`config.mk`:
```
export PLATFORM = sky130hd
export DESIGN_NAME = ram_access_ctrl
export DESIGN_NICKNAME = d
export VERILOG_FILES = /design/src/rtl/ram_access_ctrl.sv
export SDC_FILE = /design/constraint.sdc
export NUM_CORES = 1
export LEC_CHECK = 0
export ABC_AREA = 1
export CORE_MARGIN = 4
export CORE_UTILIZATION = 42
export DETAILED_ROUTE_END_ITERATION = 16
export PLACE_DENSITY_LB_ADDON = 0.08
export SKIP_CTS_REPAIR_TIMING = 1
export SKIP_LAST_GASP = 1
export SLEW_MARGIN = 20
export SYNTH_ARGS = -nofsm -noshare
export SYNTH_HDL_FRONTEND = slang
export SYNTH_SLANG_ARGS = --single-unit
```
`constraint.sdc`:
```
create_clock -name clk -period 1.9 [get_ports clk]
set_clock_uncertainty 0.2 [all_clocks]
set_input_delay 0.38 -clock clk [delete_from_list [all_inputs] [get_ports clk]]
set_output_delay 0.38 -clock clk [all_outputs]
set_load 0.005 [all_outputs]
```
`src/rtl/ram_access_ctrl.sv`:
```
// Burst initiator for the asynchronous 32x32 RAM.
// Drives writeOn as a registered 1-cycle strobe and streams read words out.
module ram_access_ctrl #(
    parameter int ADDR_W = 6,
    parameter int DATA_W = 32,
    parameter int DEPTH  = 32,
    parameter int LEN_W  = 5
) (
    input  logic              clk,
    input  logic              rst_n,
    input  logic              cmd_valid,
    output logic              cmd_ready,
    input  logic              cmd_write,
    input  logic [ADDR_W-1:0] cmd_addr,
    input  logic [LEN_W-1:0]  cmd_len,
    input  logic [DATA_W-1:0] wr_data,
    input  logic              wr_valid,
    output logic              wr_ready,
    output logic [DATA_W-1:0] rd_data,
    output logic              rd_valid,
    input  logic              rd_ready,
    output logic              done,
    output logic [ADDR_W-1:0] ram_address,
    output logic [DATA_W-1:0] ram_data_in,
    input  logic [DATA_W-1:0] ram_data_out,
    output logic              ram_writeOn
);

    typedef enum logic [2:0] {
        IDLE, WWAIT, WSETUP, WSTROBE, WHOLD, RADDR, RCAP, RVALID
    } state_e;

    localparam logic [ADDR_W-1:0] AMASK = ADDR_W'(DEPTH - 1);

    state_e            state_q, state_d;
    logic [ADDR_W-1:0] addr_q, addr_d;
    logic [DATA_W-1:0] wdat_q, wdat_d;
    logic [DATA_W-1:0] rdat_q, rdat_d;
    logic [LEN_W-1:0]  cnt_q, cnt_d;
    logic              we_q, we_d;
    logic              rv_q, rv_d;
    logic              done_q, done_d;
    logic              wrdy_q, wrdy_d;
    logic              crdy_q, crdy_d;

    // Next-state and registered-output computation
    always_comb begin
        state_d = state_q;
        addr_d  = addr_q;
        wdat_d  = wdat_q;
        rdat_d  = rdat_q;
        cnt_d   = cnt_q;
        rv_d    = rv_q;
        we_d    = 1'b0;
        done_d  = 1'b0;
        unique case (state_q)
            IDLE: begin
                if (cmd_valid) begin
                    addr_d  = cmd_addr & AMASK;
                    cnt_d   = cmd_len;
                    state_d = cmd_write ? WWAIT : RADDR;
                end
            end
            WWAIT: begin
                if (wr_valid) begin
                    wdat_d  = wr_data;
                    state_d = WSETUP;
                end
            end
            WSETUP: begin
                we_d    = 1'b1;
                state_d = WSTROBE;
            end
            WSTROBE: begin
                state_d = WHOLD;
            end
            WHOLD: begin
                if (cnt_q == '0) begin
                    done_d  = 1'b1;
                    state_d = IDLE;
                end else begin
                    cnt_d   = cnt_q - LEN_W'(1);
                    addr_d  = (addr_q + ADDR_W'(1)) & AMASK;
                    state_d = WWAIT;
                end
            end
            RADDR: begin
                state_d = RCAP;
            end
            RCAP: begin
                rdat_d  = ram_data_out;
                rv_d    = 1'b1;
                state_d = RVALID;
            end
            RVALID: begin
                if (rd_ready) begin
                    rv_d = 1'b0;
                    if (cnt_q == '0) begin
                        done_d  = 1'b1;
                        state_d = IDLE;
                    end else begin
                        cnt_d   = cnt_q - LEN_W'(1);
                        addr_d  = (addr_q + ADDR_W'(1)) & AMASK;
                        state_d = RADDR;
                    end
                end
            end
            default: state_d = IDLE;
        endcase
        wrdy_d = (state_d == WWAIT);
        crdy_d = (state_d == IDLE);
    end

    // State and output registers; reset drops writeOn immediately
    always_ff @(posedge clk or negedge rst_n) begin
        if (!rst_n) begin
            state_q <= IDLE;
            addr_q  <= '0;
            wdat_q  <= '0;
            rdat_q  <= '0;
            cnt_q   <= '0;
            we_q    <= 1'b0;
            rv_q    <= 1'b0;
            done_q  <= 1'b0;
            wrdy_q  <= 1'b0;
            crdy_q  <= 1'b1;
        end else begin
            state_q <= state_d;
            addr_q  <= addr_d;
            wdat_q  <= wdat_d;
            rdat_q  <= rdat_d;
            cnt_q   <= cnt_d;
            we_q    <= we_d;
            rv_q    <= rv_d;
            done_q  <= done_d;
            wrdy_q  <= wrdy_d;
            crdy_q  <= crdy_d;
        end
    end

    assign cmd_ready   = crdy_q;
    assign wr_ready    = wrdy_q;
    assign rd_data     = rdat_q;
    assign rd_valid    = rv_q;
    assign done        = done_q;
    assign ram_address = addr_q;
    assign ram_data_in = wdat_q;
    assign ram_writeOn = we_q;

endmodule

```
Word-level counts from Yosys, hierarchy flattened
Index checks and enable logic that the tools add are counted.

word-level totals
  bits in registers = 83
  input port bits = 81
  output and inout bits = 75
  word-level logic and storage cells = 51

cells by class
  add/sub/neg operators = 2
  equality and inequality tests = 10
  mux-type cells = 21
  reduce and logical (&&, ||, !) cells = 8

operators with widths
  operator                                                                number
  3-bit one-hot mux with 8 select lines                                   1
  6-bit two-way mux                                                       3
  6-bit one-hot mux with 3 select lines                                   1
  3-bit two-way mux                                                       5
  5-bit two-way mux                                                       3
  5-bit one-hot mux with 3 select lines                                   1
  3-bit equality test (second input constant)                             4
  3-bit by 1-bit equality test with 1-bit output (second input constant)  2
  3-bit by 2-bit equality test with 1-bit output (second input constant)  2
  3-bit zero test                                                         2
  5-bit by 1-bit adder with 5-bit output (second input constant)          1
  5-bit zero test                                                         1
  1-bit two-way mux                                                       5
  5-bit by 1-bit subtractor with 5-bit output (second input constant)     1
  2-bit inequality test (second input constant)                           2
  1-bit one-hot mux with 2 select lines                                   2
  2-bit AND reduction                                                     2
  3-bit AND reduction                                                     1
  3-bit nonzero test                                                      1
  2-bit nonzero test                                                      1

Longest topological paths before layout
  depth in word-level cells = 5
  depth in mapped cells = 10
  gate-level depth less buffers = 10

Worst setup path after synthesis
OpenSTA, ideal clock, no wires.

  path type = register to register
  start = reg state_q[1]
  end = reg addr_q[2] (netlist: ram_address[2])
  arrival = 1267 ps
  path slack = 316 ps
  stages on the path, launching flop included = 10
  path through = dfrtp_1 buf_6 nor2_2 nand2_1 nand2_2 nand2_2 a21oi_4 inv_1 nand2_1 nand2_1

between the ends
  word-level cells in the longest chain between the ends = 3
  elaborated cells between the ends (all ways) = 8

ends and longest elaborated chain
  element                                                                line  source
  start: declaration                                                     35    state_e state_q, state_d;
  start signal: assignment                                               128   state_q <= state_d;
  3-bit equality test or 3-bit zero test (tied branches)                 56    unique case (state_q)
  2-bit inequality test (no line) or 3-bit nonzero test (tied branches)  --
  3-bit AND reduction (no line)                                          --
  end signal: assignment                                                 129   addr_q <= addr_d;
  end: declaration                                                       36    logic [ADDR_W-1:0] addr_q, addr_d;

Parallel ways exist; a longest one is shown, timed or not.
A chain may end at the register's enable or synchronous reset.

Final worst setup path
  start = reg rdat_q[3] (netlist: rd_data[3])
  end = out rd_data[3]

RTL lines
  element                   line  source
  start: declaration        38    logic [DATA_W-1:0] rdat_q, rdat_d;
  start signal: assignment  131   rdat_q <= rdat_d;
  end: declaration          19    output logic [DATA_W-1:0] rd_data,

No word-level cell between the ends.

==> run metrics <==
Post-synth EDFFs=0; Seq/Total Area, Yosys=59.2%; critical path depth=1; maximum vdd ir drop=0.718 mV; vias in the first global route=~3,000; Worst-Skew Late Latency=approximately 0.34 ns; Via density=4.63; met3 global-route usage=8.85%; Synth top area share=between 50% and 60%; reg2reg path depth=10; Die X=~99 microns; post-synth top area cell=dfrtp_1; WL per Instance=13.4 microns; Critical Path Fanout Max=2; FP Rows=32; Nets=611; Area Overhead vs Synth=57.4%; XOR/XNOR share of the synthesized area=0.505%; FF+latch count, synth=82; post-route ant nets=0; Internal=5870 uW; TritonCTS clock tree=done; main combinational cell family by area after synthesis=simple AND/OR/NAND/NOR gates; DRT Pass-1 Iters=4; placed wire-length estimate=~6.4 mm; initial antenna violation count=0; Syn Inst Count=357; root buffer cell=clkbuf_8; Slew Viols, Final=0; mean area per synthesized cell=a little under 10 sq um; Clock power frac=17.2%; Synth area leaders=dfrtp_1 58%, nand2_1 17%, mux2_2 10%; Post-Synth Adder-Cell Area=~1.1%; post-synthesis compound-gate area fraction=3.21%; total gr overflow=0; Final Routed Wirelength=approximately 8.5 mm; synth unique cells=26; # diodes=0; first-pass GRT wire length=14.2 mm; mux contribution to synthesized area=10.4%; I/O Buffers=153; starting density of the core=44.0%; initial DRC count=81; Max stage delay on crit path=0.53 ns; cell family with most CP delay=buffers and inverters; CP Buf/Inv Count=1; DIE AREA=9780 sq um; CP required=approximately 1.3 ns; power share of the sequential group=a little over a third; Final Hold Viols=0; TritonCTS Buffers=9; max-cap violations=0; Pwr Total=8690 uW; clk sinks=82; slowest CP cell=clkdlybuf4s50_1; vias post-DR=2,933; drc violations=0; Max Buffers Root-to-Sink=2; Crit Path Category=reg -> out; static leakage=between 0.002 and 0.003 uW; largest net degree at the start of global routing=about 40; RD Place Congestion=around 0.8; # setup viols final=0; CP cell instances=clkdlybuf4s50_1; total track usage=18.2%; outcome=finished, final reports clean; fraction of registers with async set/reset=100%; I/O pin count=156; PwrDens=approximately 1600 nW/um^2; unrepaired setup endpoints after global routing=false; P_sw=2810 uW; Critical Path End Type=output pin; switching part of the total=32.4%; main flop type after synthesis=dfrtp_1; Core Util, Final=69.3%; Worst EP arrival=approximately 1.2 ns; syn_nets=441; core box area=7890 sq um; H-tree Lvls=3; crit share post-route=95.8%; GRT met2 Usage=a little over 30%; list of most frequent post-synthesis cells=156 x nand2_1, 81 x dfrtp_1, 32 x mux2_2, 15 x inv_1; Combinational Power Share=47.8%; most common cell in the netlist=nand2_1; FILL cells=between 600 and 700; Worst setup SP type=register; share of layout cells above drive strength 1=14.5%; placed cell area=between 5000 and 6000 sq um; Worst Hold Class=in -> async; yosys warns=0; Post-Layout Inst Area=5460 sq um; busiest metal layer after global routing=met2; Die Y=98.9 microns; Clock Pin Slew Worst Setup and Hold Paths=0.09 ns; Synth Area in Simple Gates=21.4%; Max Clk Rate=550 MHz; Mapped Area=3470 sq um; GRT met1 Usage=20.3%; min cycle time layout=1.82 ns
## path summary, 6_finish.rpt
check                                startpoint               to  slack (ns)
worst max-delay path                 rd_data[3]       rd_data[3]        0.08
worst min-delay path                      rst_n   ram_address[0]        0.27
worst max register to register         cnt_q[1]         cnt_q[0]        0.20
worst min register to register  ram_data_in[12]  ram_data_in[12]        0.27
max in group asynchronous                 rst_n        cmd_ready        0.72
min in group clk                ram_data_in[12]  ram_data_in[12]        0.27
## logic make-up (layout without fill, tap and decap cells)
| logic type | after synthesis | in the layout |
|---|---|---|
| adders and majority gates | 3 | 3 |
| other | 1 | 1 |
| xor gates and xnor gates | 2 | 2 |
| buffers and inverters | 30 | 205 |
| and+or+nand+nor | 189 | 189 |
| muxes | 32 | 32 |
| DFF | 82 | 82 |
| AOI/OAI and AO/OA | 18 | 18 |
## layer usage
| layer | part of all wire, % | up-vias |
|---|---|---|
| li1 | - | 1459 |
| met1 | 38 | 1378 |
| met2 | 50 | 88 |
| met3 | 10 | 8 |
| met4 | 1.0 | 0 |
| met5 | 0 | - |
## sequential cells by signal, summed over array words and instances (netlist names)
signal,count
cmd_ready,1
state_q,3
rd_valid,1
cnt_q,5
done,1
rd_data,32
ram_data_in,32
ram_address,5
wr_ready,1
ram_writeOn,1
## through the flow
stage | setup TNS [ns] | cells | setup slack [ns] | hold WS, ns
detailed placement | 0 | 614 | 0.0724 | 0.0966
global route | 0 | 634 | 0.00196 | 0.288
global placement | 0 | 614 | 0.0845 | 0.0985
finish | 0 | 634 | 0.0805 | 0.265
CTS | -0.104 | 630 | -0.0929 | -0.297
floorplan | 0 | 357 | 0.316 | -0.116
## power by group through the flow
| stage | Sequential [uW] | Clock (uW) | Combinational (uW) |
|---|---|---|---|
| after floorplan | 3100 | 0 | 1930 |
| after global placement | 3040 | 0 | 4080 |
| after detailed placement | 3080 | 0 | 4160 |
| after CTS | 3060 | 1540 | 4180 |
| after global routing | 3150 | 1630 | 4640 |
| final | 3040 | 1490 | 4160 |
## layout make-up
cell class / instances / area [sq um] / area share [%]
multi-input cells: 245 / 1280 / 23.4
clock inverters: 5 / 104 / 1.90
flip-flops and latches: 82 / 2050 / 37.6
inverters: 17 / 63.8 / 1.17
well taps: 102 / 128 / 2.34
clock buffers: 11 / 131 / 2.40
repair buffers: 172 / 1710 / 31.2
## cell usage in the layout (no fill, tap or decap), drive strengths merged, types with 2 or more instances in the layout
cell and instances:
nor2 16, bufinv 3, clkbuf 11, ha 3, dlymetal6s2s 3, clkinv 2
clkdlybuf4s50 149, inv 17, nand2 158, dfrtp 81, a21oi 2, nand3 13
xor2 2, o21ai 13, buf 19, mux2 32
Note: power is estimated with default switching activity, not from simulation.
